$ cat src/rtl/multicycle_sequencer.sv
// Control FSM for a multi-cycle RV32I core: sequences fetch/decode/exec/mem/wb,
// drives memory handshakes and datapath write enables, counts retirements, traps.
//
//   state  | meaning
//   FETCH  | request instruction at PC, latch IR on handshake
//   DECODE | classify opcode, trap on illegal
//   EXEC   | ALU/branch compare, latch branch decision
//   MEM    | load/store data access at ALU address
//   WB     | register/PC update, retire
//   TRAP   | absorbing fault state until reset
module multicycle_sequencer #(
  parameter int COUNT_W = 32,
  parameter int TIMEOUT = 255
) (
  input  logic               clk,
  input  logic               rst,
  input  logic               run,
  input  logic [6:0]         opcode,
  input  logic               funct3_store,
  input  logic               bra_taken,
  input  logic               mem_ready,
  output logic               mem_req,
  output logic               mem_we,
  output logic               mem_addr_sel,
  output logic               ir_we,
  output logic               pc_we,
  output logic               pc_sel,
  output logic               rf_we,
  output logic [1:0]         rf_src,
  output logic               trap,
  output logic [1:0]         trap_cause,
  output logic [2:0]         state,
  output logic [COUNT_W-1:0] retired
);

  typedef enum logic [2:0] {
    S_FETCH  = 3'd0,
    S_DECODE = 3'd1,
    S_EXEC   = 3'd2,
    S_MEM    = 3'd3,
    S_WB     = 3'd4,
    S_TRAP   = 3'd5
  } state_t;

  localparam int CNT_W = (TIMEOUT > 1) ? $clog2(TIMEOUT + 1) : 1;
  localparam logic [CNT_W-1:0] TO_LAST = (TIMEOUT > 0) ? CNT_W'(TIMEOUT - 1) : '0;

  localparam logic [6:0] OPC_LUI    = 7'b0110111;
  localparam logic [6:0] OPC_AUIPC  = 7'b0010111;
  localparam logic [6:0] OPC_JAL    = 7'b1101111;
  localparam logic [6:0] OPC_JALR   = 7'b1100111;
  localparam logic [6:0] OPC_BRANCH = 7'b1100011;
  localparam logic [6:0] OPC_LOAD   = 7'b0000011;
  localparam logic [6:0] OPC_STORE  = 7'b0100011;
  localparam logic [6:0] OPC_OPIMM  = 7'b0010011;
  localparam logic [6:0] OPC_OP     = 7'b0110011;

  state_t             state_q, state_d;
  logic               pending_q, pending_d;
  logic [CNT_W-1:0]   wait_cnt_q, wait_cnt_d;
  logic               br_lat_q, br_lat_d;
  logic               trap_q, trap_d;
  logic [1:0]         trap_cause_q, trap_cause_d;
  logic [COUNT_W-1:0] retired_q, retired_d;

  logic is_lui, is_auipc, is_jal, is_jalr, is_branch, is_load, is_store, is_opimm, is_op;
  logic is_legal, is_jump, timeout_hit, fetch_req;

  // Store classification comes from the opcode; the decoder hint is not needed.
  logic unused_funct3_store;
  assign unused_funct3_store = funct3_store;

  assign is_lui    = (opcode == OPC_LUI);
  assign is_auipc  = (opcode == OPC_AUIPC);
  assign is_jal    = (opcode == OPC_JAL);
  assign is_jalr   = (opcode == OPC_JALR);
  assign is_branch = (opcode == OPC_BRANCH);
  assign is_load   = (opcode == OPC_LOAD);
  assign is_store  = (opcode == OPC_STORE);
  assign is_opimm  = (opcode == OPC_OPIMM);
  assign is_op     = (opcode == OPC_OP);
  assign is_jump   = is_jal | is_jalr;
  assign is_legal  = is_lui | is_auipc | is_jump | is_branch | is_load |
                     is_store | is_opimm | is_op;

  // Evaluated only on stall cycles; a same-cycle mem_ready takes priority.
  assign timeout_hit = (TIMEOUT != 0) && (wait_cnt_q == TO_LAST);

  always_ff @(posedge clk or posedge rst) begin
    if (rst) begin
      state_q      <= S_FETCH;
      pending_q    <= 1'b0;
      wait_cnt_q   <= '0;
      br_lat_q     <= 1'b0;
      trap_q       <= 1'b0;
      trap_cause_q <= 2'b00;
      retired_q    <= '0;
    end else begin
      state_q      <= state_d;
      pending_q    <= pending_d;
      wait_cnt_q   <= wait_cnt_d;
      br_lat_q     <= br_lat_d;
      trap_q       <= trap_d;
      trap_cause_q <= trap_cause_d;
      retired_q    <= retired_d;
    end
  end

  always_comb begin
    state_d      = state_q;
    pending_d    = 1'b0;
    wait_cnt_d   = '0;
    br_lat_d     = br_lat_q;
    trap_d       = trap_q;
    trap_cause_d = trap_cause_q;
    retired_d    = retired_q;
    fetch_req    = 1'b0;

    mem_req      = 1'b0;
    mem_we       = 1'b0;
    mem_addr_sel = 1'b0;
    ir_we        = 1'b0;
    pc_we        = 1'b0;
    pc_sel       = 1'b0;
    rf_we        = 1'b0;
    rf_src       = 2'b00;

    unique case (state_q)
      S_FETCH: begin
        fetch_req = run | pending_q;
        mem_req   = fetch_req;
        if (fetch_req) begin
          if (mem_ready) begin
            ir_we   = 1'b1;
            state_d = S_DECODE;
          end else if (timeout_hit) begin
            state_d      = S_TRAP;
            trap_d       = 1'b1;
            trap_cause_d = 2'b10;
          end else begin
            pending_d  = 1'b1;
            wait_cnt_d = wait_cnt_q + CNT_W'(1);
          end
        end
      end
      S_DECODE: begin
        if (is_legal) begin
          state_d = S_EXEC;
        end else begin
          state_d      = S_TRAP;
          trap_d       = 1'b1;
          trap_cause_d = 2'b01;
        end
      end
      S_EXEC: begin
        br_lat_d = is_branch & bra_taken;
        state_d  = (is_load | is_store) ? S_MEM : S_WB;
      end
      S_MEM: begin
        mem_req      = 1'b1;
        mem_addr_sel = 1'b1;
        mem_we       = is_store;
        if (mem_ready) begin
          state_d = S_WB;
        end else if (timeout_hit) begin
          state_d      = S_TRAP;
          trap_d       = 1'b1;
          trap_cause_d = 2'b10;
        end else begin
          wait_cnt_d = wait_cnt_q + CNT_W'(1);
        end
      end
      S_WB: begin
        pc_we  = 1'b1;
        pc_sel = is_jump | (is_branch & br_lat_q);
        rf_we  = ~(is_branch | is_store);
        if (rf_we) begin
          if (is_load)      rf_src = 2'b10;
          else if (is_jump) rf_src = 2'b11;
          else              rf_src = 2'b01;
        end
        retired_d = retired_q + COUNT_W'(1);
        state_d   = S_FETCH;
      end
      S_TRAP: begin
        state_d = S_TRAP;
      end
      default: begin
        state_d = S_FETCH;
      end
    endcase

    // Reset forces the datapath quiet immediately, even mid-handshake.
    if (rst) begin
      mem_req      = 1'b0;
      mem_we       = 1'b0;
      mem_addr_sel = 1'b0;
      ir_we        = 1'b0;
      pc_we        = 1'b0;
      pc_sel       = 1'b0;
      rf_we        = 1'b0;
      rf_src       = 2'b00;
    end
  end

  assign trap       = trap_q;
  assign trap_cause = trap_cause_q;
  assign state      = state_q;
  assign retired    = retired_q;

endmodule

$ cat config.mk
export PLATFORM = sky130hd
export DESIGN_NAME = multicycle_sequencer
export DESIGN_NICKNAME = d
export VERILOG_FILES = /design/src/rtl/multicycle_sequencer.sv
export SDC_FILE = /design/constraint.sdc
export NUM_CORES = 1
export LEC_CHECK = 0
export ABC_AREA = 0
export CORE_MARGIN = 5
export CORE_UTILIZATION = 50
export DETAILED_ROUTE_END_ITERATION = 16
export GPL_TIMING_DRIVEN = 1
export HOLD_SLACK_MARGIN = 0.1
export PLACE_DENSITY_LB_ADDON = 0.2
export SLEW_MARGIN = 20
export SYNTH_ARGS = -nofsm -noshare
export SYNTH_HDL_FRONTEND = slang
export SYNTH_SLANG_ARGS = --single-unit
$ cat constraint.sdc
create_clock -name clk -period 4.8 [get_ports clk]
set_input_delay 0.96 -clock clk [delete_from_list [all_inputs] [get_ports clk]]
set_output_delay 0.96 -clock clk [all_outputs]
set_load 0.02 [all_outputs]
=== Yosys cells after proc, flatten, opt, wreduce, memory -nomap -nowiden ===
Index checks and enable logic that the tools add are counted.

* Output and inout port bits: 47
* Register bits: 48
* Logic and storage cells: 90

* Bitwise gates (word level): 15
* Eq/ne operators: 17
* $add $sub $neg: 2
* Mux-type cells: 46
* Reduce and logical (&&, ||, !) cells: 3

{| class="wikitable"
|+ Operators with widths
! cell !! number
|-
| 32-bit by 1-bit adder with 32-bit output, second input constant || 1
|-
| 8-bit two-way mux || 3
|-
| 1-bit two-way mux || 23
|-
| 7-bit by 6-bit equality test with 1-bit output, second input constant || 3
|-
| 7-bit equality test, second input constant || 3
|-
| 2-bit two-way mux || 9
|-
| 3-bit two-way mux || 6
|-
| 8-bit one-hot mux with 2 select lines || 1
|-
| 3-bit one-hot mux with 5 select lines || 1
|-
| 7-bit by 5-bit equality test with 1-bit output, second input constant || 2
|-
| 1-bit bitwise OR || 12
|-
| 8-bit by 1-bit adder with 8-bit output, second input constant || 1
|-
| 8-bit equality test, second input constant || 1
|-
| 7-bit by 2-bit equality test with 1-bit output, second input constant || 1
|-
| 3-bit by 2-bit equality test with 1-bit output, second input constant || 2
|-
| 3-bit equality test, second input constant || 2
|-
| 2-bit one-hot mux with 3 select lines || 1
|-
| 2-bit inequality test, second input constant || 2
|-
| 3-bit by 1-bit equality test with 1-bit output, second input constant || 1
|-
| 3-bit zero test || 1
|-
| 1-bit one-hot mux with 3 select lines || 1
|-
| 3-bit AND reduction || 1
|-
| 3-bit nonzero test || 1
|-
| 1-bit AND || 2
|-
| 2 further kinds || 2
|}

=== Longest topological paths before layout ===
Gate-level depths: netlist of the first run.

* Depth after elaboration: 10
* Mapped depth: 7
* Gate-level depth less buffers: 6

=== Worst setup path before layout of the first run ===
OpenSTA, ideal clock, no wires.

* Path kind: input to output
* From: input rst
* To: output rf_src[0]
* Cell stages on the path: 3
* Path slack: 1.136 ns
* Arrival: 2.704 ns
* Data required time: 3.840 ns
* Cells stage by stage: inv_1 nand2_1 a21oi_1

* Longest elaborated chain between the ends: 1

{| class="wikitable"
|+ Ends and longest elaborated chain
! what !! line !! text
|-
| from (decl) || 16 || <nowiki>input logic rst,</nowiki>
|-
| 2-bit two-way mux || 194 || <nowiki>if (rst) begin</nowiki>
|-
| to (decl) || 29 || <nowiki>output logic [1:0] rf_src,</nowiki>
|}

No other way between the ends.

==> results by group, run 1 <==
Outcome
  • Status: finished clean

Routing
  • Post-DR vias/cell: 5.47
  • Pre-Repair DR Iteration Count: 4
  • ANT nets after route: 0
  • DR DRC count: 0
  • DRT iter0 DRCs: 84
  • Top layer in use: met4
  • Routed len/inst: 14.0 um
  • Met1 Wirelength: 2.38 mm
  • Met3 Wirelength: 187 um
  • Vias after detailed routing: 1921
  • Met2 routed WL: 2.28 mm
  • Final wirelength: 4.90 mm

Timing
  • Final Skew: 0.00985 ns
  • RSZ-0062 raised after global routing: no
  • Fin. Hold Viols: 0
  • Sum Neg Setup Slack: 0 ns
  • Setup-failing EPs final: 0
  • Fin crit share: 83.6%
  • Slew Limit Fails: 0
  • Final Critical Period: 4.01 ns
  • Highest Clock Rate: 249 MHz
  • Max_slew headroom: 69.7%
  • Worst-Margin Slew: 0.454 ns

GRT
  • First-pass GRT wire length: 8.40 mm
  • Initial antenna violation count: 0
  • Vias in the first global route: 1768
  • Maximum number of pins on one net before global-route repair: 38
  • Tot GR Track Use: 16.8%
  • Grt ovf: 0

Final layout
  • Register Area: 1200 um^2
  • Ant diodes: 0
  • Area Growth Syn to Fin: 31.4%
  • Fin util: 67.1%
  • NumNets Final: 312
  • Non-filler cells, final: 351
  • Area of the multi-input gates: 1120 um^2
  • Fillers: 383
  • Share of cells above drive strength 1: 5.39%

Setup path
  • Required @ worst endpoint: 3.84 ns
  • Setup crit start kind: input port
  • CP endpoint kind: primary output
  • Critical Path AT: 3.05 ns
  • Crit-path max FO: 4
  • WS Path Type: input port to primary output
  • Cells on worst reg2reg path: 5

Run
  • Max Cap Violations: 0

Clocking
  • CTS H-tree lvls: 2
  • Clock transition at the registers of the reported paths: 0.09 ns
  • Sink Count: 48
  • Longest Clk Path Bufs: 2
  • CTS tree: yes
  • Post-cts sizing count: 0
  • CTS root buf: clkbuf_8
  • TritonCTS Buffers: 5
  • Cts hold-fix bufs: 0
  • Worst skew pair latency: 0.29 ns
  • Post-CTS Setup Bufs: 0

Synth
  • Post-synthesis async set-or-reset flop share: 100%
  • Synth unique cells: 38
  • Netlist Area Pre-Place: 2380 um^2
  • Synthesized instance count: 237
  • Sequential element share of the synthesized area: 50.4%
  • Number of synthesized register bits: 48
  • Avg Cell Area, Syn: 10.1 um^2
  • Top FF cell, synth: dfrtp_1
  • Warnings, synthesis: 0
  • Number of flops mapped to enable cells by yosys: 0
  • Synthesized netlist net count: 253

Floorplanning
  • IO Pins: 60
  • Starting Density: 51.1%
  • Die area: 6240 um^2
  • Row cnt: 25
  • Die Y: 79.0 um
  • Horiz. Die Dim: 79.0 um
  • Core area: 4660 um^2

Power
  • Maximum vdd drop: 301 uV
  • P per Cell Area: 369 nW/um^2
  • Design Power: 1.16 mW
  • Leakage power: 1.34 nW

Min path
  • Worst Hold Class: flip-flop to flip-flop
  • WHS Path Cells: 1

Placement
  • Detail Placement HPWL: 3.66 mm
  • Global placer's final weighted congestion: 0.836
  • Total placed cells including tap cells: 343
  • Port Buffer Count: 58
metal layers:
layer | vias up | global-route usage (%)
li1 | 951 | -
met2 | 45 | 27.4
met4 | 0 | 5.15
met5 | - | 0
met1 | 919 | 22.7
met3 | 6 | 3.40
registers in the layout, indices dropped and copies added, names as in the netlist:
| name | count |
|---|---|
| retired | 32 |
| wait_cnt_q | 8 |
| state | 3 |
| trap_cause | 2 |
| br_lat_q | 1 |
| pending_q | 1 |
| trap | 1 |
stage by stage:
stage | hold slack (ns) | setup slack, ns | area (um^2)
4_1_cts | 0.479 | 0.795 | 3130
3_5_place_dp | 0.458 | 0.814 | 3000
6_report | 0.476 | 0.788 | 3130
3_3_place_gp | 0.454 | 0.824 | 3000
2_1_floorplan | 0.474 | 1.14 | 2380
5_1_grt | 0.497 | 0.638 | 3130
placed cells by master, fill, tap and decap left out, types with 2 or more instances in the layout:
cell type        netlist  layout
clkdlybuf4s50_1        0      58
nand2_1               21      21
clkbuf_8               0       7
and2_1                 3       3
a21oi_1                8       8
xnor2_1               26      26
nand2b_1               4       4
ha_1                   3       3
inv_1                  5       4
xor2_1                11      11
and3_1                 7       7
nor3_1                 6       6
and4_1                 6       6
nand3_1               19      19
nor2_1                22      22
a21o_1                 2       2
nand4_1               10      10
buf_4                  0       2
dfrtp_1               48      48
nor2b_1                3       3
nor3b_1                3       3
o21ai_0                6       6
cells by family (layout without fill, tap and decap cells):
family	count (synthesis)	after routing	synth area share [%]
buffers and inverters	13	73	2.57
adder cells (fa/ha/maj)	3	3	1.58
flip-flops	48	48	50.4
AO/OA/AOI/OAI	24	24	6.46
AND/OR/NAND/NOR	112	112	25.4
XOR/XNOR	37	37	13.6
Yosys cell counts (all sizes together) (2+ instances only):
cell,instances,share of area [%]
nor3,7,1.9
ha,3,1.6
clkbuf,3,0.47
and4,6,2.2
xnor2,26,9.6
nor2,22,3.5
and2,4,1.2
a21oi,8,1.7
inv,5,0.79
nand3,19,4.0
nor3b,3,0.95
o21ai,6,1.3
buf,5,1.3
nand2b,4,1.1
nand2,21,3.3
a21o,2,0.63
and3,7,1.8
dfrtp,48,50
nand4,10,2.6
xor2,11,4.0
nor2b,3,0.79
path summary, 6_finish.rpt:
| path | from | to | slack, ns |
|---|---|---|---|
| max in group asynchronous | rst | retired[21] | 3.09 |
| worst min-delay path | trap | trap | 0.48 |
| worst max register to register | state[0] | state[2] | 2.80 |
| worst min register to register | trap | trap | 0.48 |
| worst max-delay path | run | mem_we | 0.79 |
| min in group asynchronous | rst | wait_cnt_q[7] | 0.97 |
layout make-up:
class	count	area share, %
repair buffers	60	19.0
multi-input cells	176	35.8
clock buffers	7	3.08
flip-flops and latches	48	38.4
well taps	54	2.16
clock inverters	1	0.960
inverters	5	0.600
critical path, cell delays in order:
cell and delay (ns):
clkdlybuf4s50_1 0.51, nor2_1 0.08, a21oi_1 0.27, nand2_1 0.16, nor3b_1 0.26, and4b_1 0.21, clkdlybuf4s50_1 0.60
where the power goes:
part	leakage (nW)	total, mW	switching, mW	internal (mW)
sequential	0.649	0.512	0.0651	0.447
combinational	0.623	0.329	0.177	0.153
clock	0.0645	0.315	0.131	0.184
total	1.34	1.16	0.372	0.783
Power figures use the tool's default switching activity.
==> run 2: changes to the inputs <==
--- a/config.mk
+++ b/config.mk
@@ -7,7 +7,7 @@
 export LEC_CHECK = 0
 export ABC_AREA = 0
 export CORE_MARGIN = 5
-export CORE_UTILIZATION = 50
+export CORE_UTILIZATION = 49
 export DETAILED_ROUTE_END_ITERATION = 16
 export GPL_TIMING_DRIVEN = 1
 export HOLD_SLACK_MARGIN = 0.1
==> constraint.sdc (replaced) <==
create_clock -name clk -period 3.7 [get_ports clk]
set_input_delay 0.74 -clock clk [delete_from_list [all_inputs] [get_ports clk]]
set_output_delay 0.74 -clock clk [all_outputs]
set_load 0.02 [all_outputs]
==> results by group, run 2 (synthesis results as in run 1) <==
Outcome
  • Status: finished clean (unchanged)

Setup path
  • Worst path slowest cell: clkdlybuf4s50_1 (unchanged)
  • CP endpoint kind: primary output (unchanged)
  • Worst-path cell chain: clkdlybuf4s50_1 -> nor2_1 -> a21oi_1 -> nand2_1 -> nor3b_1 -> and4b_1 -> clkdlybuf4s50_1 (unchanged)
  • Slowest Stage Delay on Critical Path: 0.60 ns (about the same)
  • Critical Path AT: 2.70 ns (was 3.05 ns)
  • Required @ worst endpoint: 2.96 ns (was 3.84 ns)
  • Crit-path max FO: 4 (unchanged)
  • WS Path Type: input port to primary output (unchanged)
  • Setup crit start kind: input port (unchanged)
  • Most used cell, CP: clkdlybuf4s50_1 (unchanged)

Power
  • Total net switching power: 484 uW (was 372 uW)
  • Power Internal: 985 uW (was 783 uW)
  • P per Cell Area: 469 nW/um^2 (was 369 nW/um^2)
  • Combinational Power Share: 29.5% (was 28.5%)
  • Sequential power share: 45.0% (was 44.3%)
  • Maximum vdd drop: 385 uV (was 301 uV)
  • Leakage power: 1.33 nW (was 1.34 nW)
  • Switch share: 32.9% (was 32.2%)
  • Clk pwr share: 25.4% (was 27.2%)

Floorplanning
  • Row cnt: 25 (unchanged)
  • Horiz. Die Dim: 79.7 um (was 79.0 um)
  • Starting Density: 50.4% (was 51.1%)
  • Die area: 6360 um^2 (was 6240 um^2)
  • Die Y: 79.7 um (was 79.0 um)
  • Core area: 4720 um^2 (was 4660 um^2)
  • IO Pins: 60 (unchanged)

Placement
  • Port Buffer Count: 58 (unchanged)
  • Pre-CTS WS: 0.244 ns (was 0.814 ns)
  • Detail Placement HPWL: 3.58 mm (was 3.66 mm)
  • Global placer's final weighted congestion: 0.818 (was 0.836)

Timing
  • Final Skew: 0.00980 ns (was 0.00985 ns)
  • Final Critical Period: 3.44 ns
  • Max_slew headroom: 64.8% (was 69.7%)
  • Final setup margin: 0.258 ns (was 0.788 ns)
  • Fin crit share: 93.0%
  • Sum Neg Setup Slack: 0 ns (unchanged)
  • Slew Limit Fails: 0 (unchanged)
  • Highest Clock Rate: 291 MHz
  • RSZ-0062 raised after global routing: no (unchanged)
  • Worst-Margin Slew: 0.527 ns (was 0.454 ns)
  • Setup-failing EPs final: 0 (unchanged)
  • Fin. Hold Viols: 0 (unchanged)

Clocking
  • Longest Clk Path Bufs: 2 (unchanged)
  • Worst skew pair latency: 0.30 ns (was 0.29 ns)
  • CTS root buf: clkbuf_8 (unchanged)
  • Sink Count: 48 (unchanged)
  • Post-CTS Setup Bufs: 0 (unchanged)
  • Cts hold-fix bufs: 0 (unchanged)
  • CTS tree: yes (unchanged)
  • TritonCTS Buffers: 5 (unchanged)
  • Post-cts sizing count: 0 (unchanged)
  • CTS H-tree lvls: 2 (unchanged)
  • Clock transition at the registers of the reported paths: 0.08 ns (was 0.09 ns)

Final layout
  • Fin util: 66.4% (was 67.1%)
  • Largest register FFs: 32 (unchanged)
  • Share of cells above drive strength 1: 5.37% (was 5.39%)
  • Ant diodes: 0 (unchanged)
  • Commonest cells after routing, fill and taps aside: clkdlybuf4s50_1 (58), dfrtp_1 (48), xnor2_1 (26), nor2_1 (22), nand2_1 (21) (unchanged)
  • Area Growth Syn to Fin: 31.6% (was 31.4%)
  • NumNets Final: 313 (was 312)
  • Commonest non-fill, non-tap cell in the layout: clkdlybuf4s50_1 (unchanged)

Run
  • Max Cap Violations: 0 (unchanged)

Routing
  • Final wirelength: 4.91 mm (was 4.90 mm)
  • DR DRC count: 0 (unchanged)
  • Pre-Repair DR Iteration Count: 4 (unchanged)
  • Post-DR vias/cell: 5.16 (was 5.47)
  • Routed len/inst: 13.5 um (was 14.0 um)
  • DRT iter0 DRCs: 108 (was 84)
  • ANT nets after route: 0 (unchanged)
  • Vias after detailed routing: 1884 (was 1921)

Min path
  • Worst Hold Class: flip-flop to flip-flop (unchanged)

GRT
  • Maximum number of pins on one net before global-route repair: 44 (was 38)
  • First-pass GRT wire length: 8.60 mm (was 8.40 mm)
  • Tot GR Track Use: 17.1% (was 16.8%)
  • Vias in the first global route: 1846 (was 1768)
  • Grt ovf: 0 (unchanged)
  • Initial antenna violation count: 0 (unchanged)
## run 2: cell count changes in the layout (fill, tap and decap cells not counted)
cell | previous run | this run
clkbuf_8 | 7 | 5
buf_4 | 2 | 3
clkbuf_1 | 0 | 1
clkinv_2 | 0 | 1
## run 2: final cells by class
class                           instances  area, um^2
Tap cell                               67        83.8
Sequential cell                        48        1200
Clock inverter                          2        35.0
Clock buffer                            6        72.6
Multi-Input combinational cell        176        1120
Inverter                                5        18.8
Timing Repair Buffer                   61         603
Fill cell                             380        1590
## run 2: worst paths after layout
| path | from | to | slack (ns) | cells past startpoint |
|---|---|---|---|---|
| max | run | mem_we | 0.26 | 7 |
| min | trap | trap | 0.47 | 1 |
| max reg2reg | state[0] | state[2] | 1.72 | 5 |
| min reg2reg | trap | trap | 0.47 | 1 |
| max in group asynchronous | rst | state[1] | 2.26 | 3 |
| min in group asynchronous | rst | wait_cnt_q[0] | 0.70 | 2 |
## run 2: stage by stage
stage	instance area, um^2	hold WS [ns]	cells	total power, mW
global placement	3030	0.454	357	1.10
CTS	3130	0.478	365	1.48
detailed placement	3030	0.459	357	1.11
global route	3130	0.491	365	1.56
floorplan	2380	0.474	237	0.918
finish	3130	0.470	365	1.47
## run 2: power by group through the flow
stage | registers [mW] | logic [mW] | clock network (mW)
2_1_floorplan | 0.696 | 0.223 | 0
3_3_place_gp | 0.667 | 0.434 | 0
3_5_place_dp | 0.671 | 0.437 | 0
4_1_cts | 0.661 | 0.438 | 0.379
5_1_grt | 0.673 | 0.473 | 0.410
6_report | 0.661 | 0.434 | 0.374
## run 2: metal layers
layer	track usage (%)	part of all wire (%)	vias to the layer above
li1	-	-	942
met5	0	0	-
met2	26.0	44	43
met4	5.84	0.92	0
met1	23.9	50	892
met3	4.18	5.0	7
## run 2: critical path, delay by kind of cell
kind | cells | cell delay (ns)
buffers and inverters | 2 | 1.09
AO/OA/AOI/OAI | 1 | 0.18
AND/OR/NAND/NOR | 4 | 0.69
